### src/rtl/vape_er_atomic_monitor.sv
// Atomicity monitor for an executable region (ER): tracks entry at ER_min, exit via ER_max.
// Optional macro VAPE_IRQ_CHECK_EN: an interrupt taken mid-run aborts the execution.
module vape_er_atomic_monitor #(
    parameter logic [15:0] RESET_HANDLER = 16'h0000
) (
    input  logic        clk,
    input  logic        rst_n,
    input  logic [15:0] pc,
    input  logic        irq,
    input  logic [15:0] ER_min,
    input  logic [15:0] ER_max,
    output logic        exec_ok,
    output logic        in_run,
    output logic        violation,
    output logic [7:0]  abort_cnt
);

    typedef enum logic [1:0] {IDLE, RUN, DONE, ABORT} state_e;

    state_e      state_q, state_d;
    logic [15:0] prev_pc_q, prev_pc_d;
    logic [7:0]  abort_cnt_q, abort_cnt_d;
    logic        exec_ok_q, exec_ok_d;
    logic        in_run_q, in_run_d;
    logic        violation_q, violation_d;

    logic pc_in_er, pc_at_min, er_empty, irq_abort;

    assign pc_in_er  = (pc >= ER_min) && (pc <= ER_max);
    assign pc_at_min = (pc == ER_min);
    assign er_empty  = (ER_min > ER_max);

`ifdef VAPE_IRQ_CHECK_EN
    assign irq_abort = irq;
`else
    logic unused_irq;
    assign irq_abort  = 1'b0;
    assign unused_irq = irq;
`endif

    // state register
    always_ff @(posedge clk or negedge rst_n) begin
        if (!rst_n) begin
            state_q     <= IDLE;
            prev_pc_q   <= 16'h0000;
            abort_cnt_q <= 8'h00;
            exec_ok_q   <= 1'b0;
            in_run_q    <= 1'b0;
            violation_q <= 1'b0;
        end else begin
            state_q     <= state_d;
            prev_pc_q   <= prev_pc_d;
            abort_cnt_q <= abort_cnt_d;
            exec_ok_q   <= exec_ok_d;
            in_run_q    <= in_run_d;
            violation_q <= violation_d;
        end
    end

    // next-state logic
    always_comb begin
        state_d = state_q;
        case (state_q)
            IDLE, DONE: begin
                if (pc_at_min)     state_d = RUN;
                else if (pc_in_er) state_d = ABORT;
            end
            RUN: begin
                if (irq_abort)      state_d = ABORT;
                else if (!pc_in_er) state_d = (prev_pc_q == ER_max) ? DONE : ABORT;
            end
            ABORT: begin
                if (pc_at_min)                  state_d = RUN;
                else if (pc == RESET_HANDLER)   state_d = IDLE;
            end
            default: state_d = IDLE;
        endcase
        // An inverted region cannot be executed legally or illegally.
        if (er_empty) state_d = IDLE;
    end

    // output logic: flags are registered decodes of the next state
    always_comb begin
        prev_pc_d   = pc;
        exec_ok_d   = (state_d == DONE);
        in_run_d    = (state_d == RUN);
        violation_d = (state_d == ABORT);
        abort_cnt_d = abort_cnt_q;
        if ((state_d == ABORT) && (state_q != ABORT) && (abort_cnt_q != 8'hFF))
            abort_cnt_d = abort_cnt_q + 8'd1;
    end

    assign exec_ok   = exec_ok_q;
    assign in_run    = in_run_q;
    assign violation = violation_q;
    assign abort_cnt = abort_cnt_q;

endmodule
### config.mk
export PLATFORM = sky130hd
export DESIGN_NAME = vape_er_atomic_monitor
export DESIGN_NICKNAME = d
export VERILOG_FILES = /design/src/rtl/vape_er_atomic_monitor.sv
export SDC_FILE = /design/constraint.sdc
export NUM_CORES = 1
export LEC_CHECK = 0
export CORE_ASPECT_RATIO = 0.75
export CORE_MARGIN = 2
export CORE_UTILIZATION = 35
export DETAILED_ROUTE_END_ITERATION = 8
export GPL_ROUTABILITY_DRIVEN = 0
export PLACE_DENSITY_LB_ADDON = 0.08
export SLEW_MARGIN = 20
export SYNTH_ARGS = -nofsm -noshare
export SYNTH_HDL_FRONTEND = slang
export SYNTH_SLANG_ARGS = --single-unit
### constraint.sdc
create_clock -name clk -period 4.7 [get_ports clk]
set_clock_uncertainty 0.15 [all_clocks]
set_input_delay 0.94 -clock clk [delete_from_list [all_inputs] [get_ports clk]]
set_output_delay 0.94 -clock clk [all_outputs]
set_load 0.1 [all_outputs]
==> PnR_summary.wiki, run 1 <==
{| class="wikitable"
! Metric !! Value
|-
| Multiplexer share of the synthesized area || 0.01576
|-
| Share of flip-flops with an asynchronous set or reset || 1.000
|-
| Synth Area in Compound Gates || 0.1275
|-
| Length of routed met3 wiring || 323 um
|-
| Via count of the first global-routing pass || 2031
|-
| Die extent in x || 102.4 um
|-
| Worst path required time || 4.71 ns
|-
| Count of vias placed by the detailed router || 2101
|-
| Net count of the mapped netlist || 361
|-
| Adder-cell share of the synthesized area || 0.2413
|-
| Worst min-delay path endpoint || abort_cnt[7]
|-
| Cell area after synthesis || 2541 um^2
|-
| Final-stage net count || 429
|-
| Most frequent cell after synthesis || ha_1
|-
| Iteration count of the initial detailed-routing pass || 4
|-
| Number of instances in the synthesized netlist || 261
|-
| Seq/Total Area, Yosys || 0.2856
|-
| H-tree depth || 2
|-
| Drt first-iter violations || 67
|-
| Number of max-slew violations in the final report || 0
|-
| Signed area change from the synthesized netlist to the final layout || 32.15%
|-
| Path class of the lowest-slack min-delay path || register to register
|-
| Hold buffer count at CTS || 0
|-
| Global-route usage over all layers || 0.1781
|-
| Placed insts || 420
|-
| Commonest cells in the synthesized netlist || ha_1, inv_1, dfrtp_1
|-
| Placeable core area || 6929 um^2
|-
| Cell at the root of the clock tree || clkbuf_8
|-
| Total of endpoints with negative setup slack in the final report || 0
|-
| Average size of a mapped cell || 9.736 um^2
|-
| Clock latency of the later-clocked register in the worst-skew pair || 0.29 ns
|-
| Depth of the worst register-to-register path || 9
|-
| RSZ-0062 raised after global routing || false
|-
| Number of filler cells placed in the layout || 682
|-
| Number of stages on the worst hold path || 1
|-
| First-pass GRT wire length || 10.74 mm
|-
| Simple-gate area share of the yosys netlist || 0.1999
|-
| Post-Layout Cell Count || 427
|-
| Count of input and output buffers || 60
|-
| Headroom to the max-slew limit || 0.3502
|-
| Ratio of cells with drive above 1 in the final layout || 0.07295
|-
| Number of diodes added for antenna fixing || 0
|-
| Most common flop cell mapped by yosys || dfrtp_1
|-
| Routed metal-1 wire length || 3.689 mm
|-
| Post-detailed-placement half-perimeter wirelength || 5.529 mm
|-
| Total grt overflow || 0
|-
| Post-CTS sizing || 0
|-
| Synth Area in XOR/XNOR || 0.07582
|-
| Min cycle time layout || 3.609 ns
|-
| Final hold violation count || 0
|-
| Vertical extent of the die || 77.80 um
|-
| PD cells || 314.9 nW/um^2
|-
| Final TNS setup || 0 ns
|-
| Antenna violations before repair || 0
|-
| Kind of start point of the critical path || input port
|-
| FF-to-FF End || abort_cnt[1]
|-
| TritonCTS clock tree || yes
|-
| Clk buf depth || 2
|-
| Largest area contributor in the netlist || dfrtp_1
|-
| Main combinational cell family by area after synthesis || adder cells
|-
| R2R Setup Slk || 2.51 ns
|-
| Leakage || 1.582 nW
|-
| Overall die area || 7965 um^2
|-
| Outcome || complete, no violations
|-
| Highest metal layer with signal wires || met4
|-
| Max-cap viol count || 0
|-
| Register bit total from synthesis || 29
|-
| Number of DRC violations after detailed routing || 0
|-
| Cell variety after synth || 42
|-
| Length of routed met2 wiring || 2.484 mm
|-
| Number of buffers inserted to repair setup after CTS || 0
|-
| Number of synthesized flops with an enable pin || 0
|-
| Number of rows in the core area || 26
|-
| Wirelength per Cell || 15.32 um
|-
| Endpoint class of the critical path || register
|-
| Arrival time reported for the critical path endpoint || 3.62 ns
|-
| Final worst-path cycle share || 0.7679
|-
| Average vias per placed instance || 4.920
|-
| Ranking of synthesized cells by area || dfrtp_1, ha_1, xor2_1, inv_1, nand4_1
|-
| Maximum number of pins on one net before global-route repair || 30
|-
| Warning count from the yosys run || 0
|-
| Peak ir drop on the vdd network || 185.0 uV
|-
| Number of buffers created by CTS || 5
|-
| Hold Path Origin || abort_cnt[7]
|-
| Startpoint-to-endpoint class of the critical path || input port to register
|-
| Detail Route Antenna Nets || 0
|-
| Origin of the critical flop-to-flop path || prev_pc_q[0]
|-
| Max Clk Rate || 277.1 MHz
|-
| Worst-path maximum fanout || 6
|-
| I/O Pins || 62
|-
| Fraction of post-synthesis cell area in the top cell type by area || 0.2856
|-
| CTS clk-pin slew, worst paths || 0.06 ns
|-
| Clock sink count || 29
|-
| Routed WL || 6.542 mm
|-
| Starting utilization of the core area || 0.3667
|-
| Slew at the pin closest to its max-slew limit || 0.9716 ns
|}
-- cell usage in the layout (no fill, tap or decap), types with 8 or more instances in the layout --
master,instances
a21oi_1,15
clkdlybuf4s50_1,60
dfrtp_1,29
ha_1,49
inv_1,35
nand2_1,10
nand3_1,10
nand4_1,14
nor2_1,8
nor4_1,8
xor2_1,16
-- through the flow --
step                setup slack (ns)    util  total power [mW]  hold WS, ns  instance area, um^2
finish                         1.091  0.4847             1.058       0.3472                 3358
detailed placement            0.8230  0.4722            0.8489       0.3375                 3272
floorplan                      1.654       -            0.6826       0.4944                 2541
global route                  0.9355  0.4847             1.120       0.3761                 3358
CTS                            1.112  0.4847             1.062       0.3514                 3358
global placement              0.8523  0.4722            0.8468       0.3349                 3272
-- state kept, by name, indices dropped and copies added, names as in the netlist --
name       flops
prev_pc_q     16
violation      1
in_run         1
exec_ok        1
state_q        2
abort_cnt      8
-- cell type report --
cell class	count	area [um^2]	share of cell area
tap	98	122.6	0.03651
multi-input combinational	196	1678	0.4996
inverter	36	137.6	0.04098
timing repair buffer	61	608.1	0.1811
clock buffer	7	86.33	0.02571
sequential	29	725.7	0.2161
-- power by group --
part	switching, mW	internal, mW
combinational	0.340	0.179
sequential	0.0395	0.286
clock	0.0969	0.116
-- layer usage --
layer | vias to the layer above | global-route usage
met1 | 962 | 0.2887
met2 | 44 | 0.2303
met3 | 5 | 0.04324
met4 | 0 | 0.04133
met5 | - | 0
li1 | 1090 | -
-- critical path, stage by stage --
cell	delay (ns)
clkdlybuf4s50_1	0.53
ha_1	0.38
a21oi_1	0.14
o21ai_0	0.19
a221oi_2	0.28
o211ai_1	0.18
o22ai_2	0.20
mux2_4	0.37
nand3_4	0.11
mux2_4	0.30
-- worst max-delay path by stage --
stage	slack [ns]	cells after the start	startpoint	end
after floorplan	1.65	10	ER_min[14]	abort_cnt[1]
after global placement	0.85	10	pc[7]	abort_cnt[1]
after detailed placement	0.82	10	pc[7]	abort_cnt[1]
after CTS	1.11	10	pc[7]	abort_cnt[1]
after global routing	0.94	10	pc[7]	abort_cnt[1]
final	1.09	10	pc[7]	abort_cnt[1]
-- cell families after synthesis --
family | after synthesis
AOI/OAI and AO/OA | 45
xor gates and xnor gates | 22
adders and majority gates | 49
buffers and inverters | 36
DFF | 29
muxes | 3
and+or+nand+nor | 77
(Power assumes the default switching activity.)
==> inputs of run 2 (changes only) <==
==> constraint.sdc (replaced) <==
create_clock -name clk -period 3.5 [get_ports clk]
set_clock_uncertainty 0.15 [all_clocks]
set_input_delay 0.7 -clock clk [delete_from_list [all_inputs] [get_ports clk]]
set_output_delay 0.7 -clock clk [all_outputs]
set_load 0.1 [all_outputs]
==> run 2 against run 1 <==
Net effect:
- global-route usage is 0.45 points higher
- worst hold slack gained 0.024 ns
- clock power up 31%
- sequential power increased by 35%
- combinational power grew 40%
- critical path depth up 1
- first-iteration DRC count shrank 15%
- via count is 6.9% higher
- setup slack got worse by 0.86 ns
- non-clock buffer count increased by 29
- core utilization increased by 2.7 points
- flip-flop and latch count did not move
- critical path type unchanged
==> PnR_summary.wiki, run 2 (synthesis results as in run 1) <==
{| class="wikitable"
! Metric !! Value
|-
| Final-stage net count || 458 (+6.8%)
|-
| Top library cells by usage in the layout, fill and taps aside || ha_1, clkdlybuf4s50_1, buf_4
|-
| Endpoint class of the critical path || register
|-
| Placeable core area || 6929 um^2 (unchanged)
|-
| Detail Route Antenna Nets || 0 (unchanged)
|-
| Post-detailed-placement half-perimeter wirelength || 5.865 mm (+6.1%)
|-
| Number of stages on the worst hold path || 1 (unchanged)
|-
| Final worst-path cycle share || 0.9345
|-
| End point of the critical path || abort_cnt[1]
|-
| Kind of start point of the critical path || input port
|-
| R2R Setup Slk || 1.35 ns (-1.16 ns)
|-
| Peak ir drop on the vdd network || 253.0 uV (+37%)
|-
| Clock latency of the later-clocked register in the worst-skew pair || 0.28 ns (about the same)
|-
| Total of endpoints with negative setup slack in the final report || 0 (unchanged)
|-
| Number of DRC violations after detailed routing || 0 (unchanged)
|-
| Path class of the lowest-slack min-delay path || register to register
|-
| Kind of cell with the highest combined delay on the critical path || compound AO/OA/AOI/OAI gates
|-
| Origin of the critical flop-to-flop path || prev_pc_q[0]
|-
| Vertical extent of the die || 77.80 um (unchanged)
|-
| Critical Path Slowest Stage Cell || clkdlybuf4s50_1
|-
| Average vias per placed instance || 4.928 (+0.15%)
|-
| Min cycle time layout || 3.271 ns
|-
| Signed area change from the synthesized netlist to the final layout || 39.64%
|-
| Tightest hold margin || 0.3712 ns (+0.02397 ns)
|-
| Wirelength per Cell || 15.09 um (-1.5%)
|-
| Cell at the root of the clock tree || clkbuf_8
|-
| Total grt overflow || 0 (unchanged)
|-
| CTS clk-pin slew, worst paths || 0.06 ns (about the same)
|-
| Source of the critical timing path || ER_min[5]
|-
| Number of rows in the core area || 26 (unchanged)
|-
| Number of diodes added for antenna fixing || 0 (unchanged)
|-
| Final hold violation count || 0 (unchanged)
|-
| Clock sink count || 29 (unchanged)
|-
| Number of buffers and inverters on the critical path || 2 (+1)
|-
| Antenna violations before repair || 0 (unchanged)
|-
| Headroom to the max-slew limit || 0.7195 (+0.3692)
|-
| First-pass GRT wire length || 10.93 mm (+1.8%)
|-
| Count of input and output buffers || 60 (unchanged)
|-
| PD cells || 406.8 nW/um^2 (+29%)
|-
| H-tree depth || 2 (unchanged)
|-
| Top reg by flops || prev_pc_q
|-
| Slew at the pin closest to its max-slew limit || 0.4164 ns (-0.5552 ns)
|-
| Maximum number of pins on one net before global-route repair || 30 (unchanged)
|-
| Leakage || 1.738 nW (+9.8%)
|-
| Crit-path cells || clkdlybuf4s50_1 > inv_1 > ha_1 > a21oi_1 > o21ai_0 > a221oi_2 > o211ai_1 > o22ai_2 > mux2_4 > nand3_4 > mux2_4
|-
| Via count of the first global-routing pass || 2189 (+7.8%)
|-
| Overall die area || 7965 um^2 (unchanged)
|-
| TritonCTS clock tree || yes
|-
| Arrival time reported for the critical path endpoint || 3.28 ns (-0.34 ns)
|-
| FF-to-FF End || abort_cnt[1]
|-
| Global-route usage over all layers || 0.1826 (+0.004530)
|-
| Worst path required time || 3.51 ns (-1.20 ns)
|-
| Hold Path Origin || abort_cnt[7]
|-
| Drt first-iter violations || 57 (-15%)
|-
| Startpoint-to-endpoint class of the critical path || input port to register
|-
| Starting utilization of the core area || 0.3667 (unchanged)
|-
| Number of buffers created by CTS || 5 (unchanged)
|-
| Max-cap viol count || 0 (unchanged)
|-
| Logic depth of the worst setup path including buffers || 11 (+1)
|-
| Largest incremental delay on the critical path || 0.49 ns (-0.04 ns)
|-
| Number of buffers inserted to repair setup after CTS || 0 (unchanged)
|-
| Dpl ws || -0.06293 ns (-0.8860 ns)
|-
| Hold buffer count at CTS || 0 (unchanged)
|-
| Most common cell on crit path || mux2_4
|-
| Overall Power || 1.443 mW (+36%)
|-
| Max Clk Rate || 305.8 MHz
|-
| Iteration count of the initial detailed-routing pass || 4 (unchanged)
|-
| I/O Pins || 62 (unchanged)
|-
| Flip-flop count of the largest register after layout || 16 (unchanged)
|-
| Count of vias placed by the detailed router || 2247 (+6.9%)
|-
| Die extent in x || 102.4 um (unchanged)
|-
| Clk buf depth || 2 (unchanged)
|-
| Ratio of cells with drive above 1 in the final layout || 0.1788 (+0.1058)
|-
| Outcome || complete, no violations
|-
| Number of max-slew violations in the final report || 0 (unchanged)
|-
| RSZ-0062 raised after global routing || false
|-
| Worst-path maximum fanout || 4 (-2)
|-
| Smallest setup slack after layout || 0.2294 ns (-0.8613 ns)
|-
| Routed WL || 6.882 mm (+5.2%)
|-
| Post-CTS sizing || 0 (unchanged)
|-
| Depth of the worst register-to-register path || 9 (unchanged)
|}
run 2: cell types whose count changed in the layout (fill, tap and decap cells not counted):
cell,previous run,this run
clkdlybuf4s50_1,60,49
buf_4,1,41
run 2: per-stage QoR:
| stage | instance area, um^2 | utilization | TNS (ns) | instances |
|---|---|---|---|---|
| after floorplan | 2541 | - | 0 | 261 |
| after global placement | 3462 | 0.4996 | -0.01619 | 449 |
| after detailed placement | 3462 | 0.4996 | -0.1023 | 449 |
| after CTS | 3548 | 0.5121 | 0 | 456 |
| after global routing | 3548 | 0.5121 | 0 | 456 |
| final | 3548 | 0.5121 | 0 | 456 |
run 2: per-layer routing:
| layer | vias up | routed length (um) | share of wire | track usage |
|---|---|---|---|---|
| li1 | 1140 | - | - | - |
| met1 | 1038 | 3658 | 0.53 | 0.2857 |
| met2 | 62 | 2754 | 0.40 | 0.2553 |
| met3 | 7 | 405 | 0.059 | 0.03333 |
| met4 | 0 | 63 | 0.0092 | 0.04400 |
| met5 | - | 0 | 0 | 0 |
run 2: area by class of cell:
class,instances,area (um^2)
Fill cell,649,3381
Clock buffer,7,86.33
Sequential cell,29,725.7
Inverter,36,137.6
Multi-Input combinational cell,196,1678
Tap cell,98,122.6
Timing Repair Buffer,90,798.3
run 2: power by group:
| group | internal [mW] | total (mW) | switching (mW) | leakage (nW) |
|---|---|---|---|---|
| logic | 0.259 | 0.725 | 0.466 | 1.34 |
| registers | 0.384 | 0.438 | 0.0544 | 0.356 |
| clock network | 0.156 | 0.280 | 0.124 | 0.0443 |
run 2: how the worst min path moves through the flow:
| stage | to | slack (ns) |
|---|---|---|
| 3_5_place_dp | abort_cnt[7] | 0.35 |
| 2_1_floorplan | abort_cnt[0] | 0.25 |
| 6_report | abort_cnt[7] | 0.37 |
| 4_1_cts | abort_cnt[7] | 0.36 |
| 3_3_place_gp | abort_cnt[7] | 0.34 |
| 5_1_grt | abort_cnt[7] | 0.40 |
run 2: worst reg2reg max path, delay by kind of cell, from the launching register on:
| kind | cells | cell delay (ns) |
|---|---|---|
| buffers and inverters | 1 | 0.07 |
| DFF | 1 | 0.37 |
| and+or+nand+nor | 5 | 0.79 |
| xor gates and xnor gates | 1 | 0.18 |
| muxes | 1 | 0.31 |
| AOI/OAI and AO/OA | 1 | 0.17 |
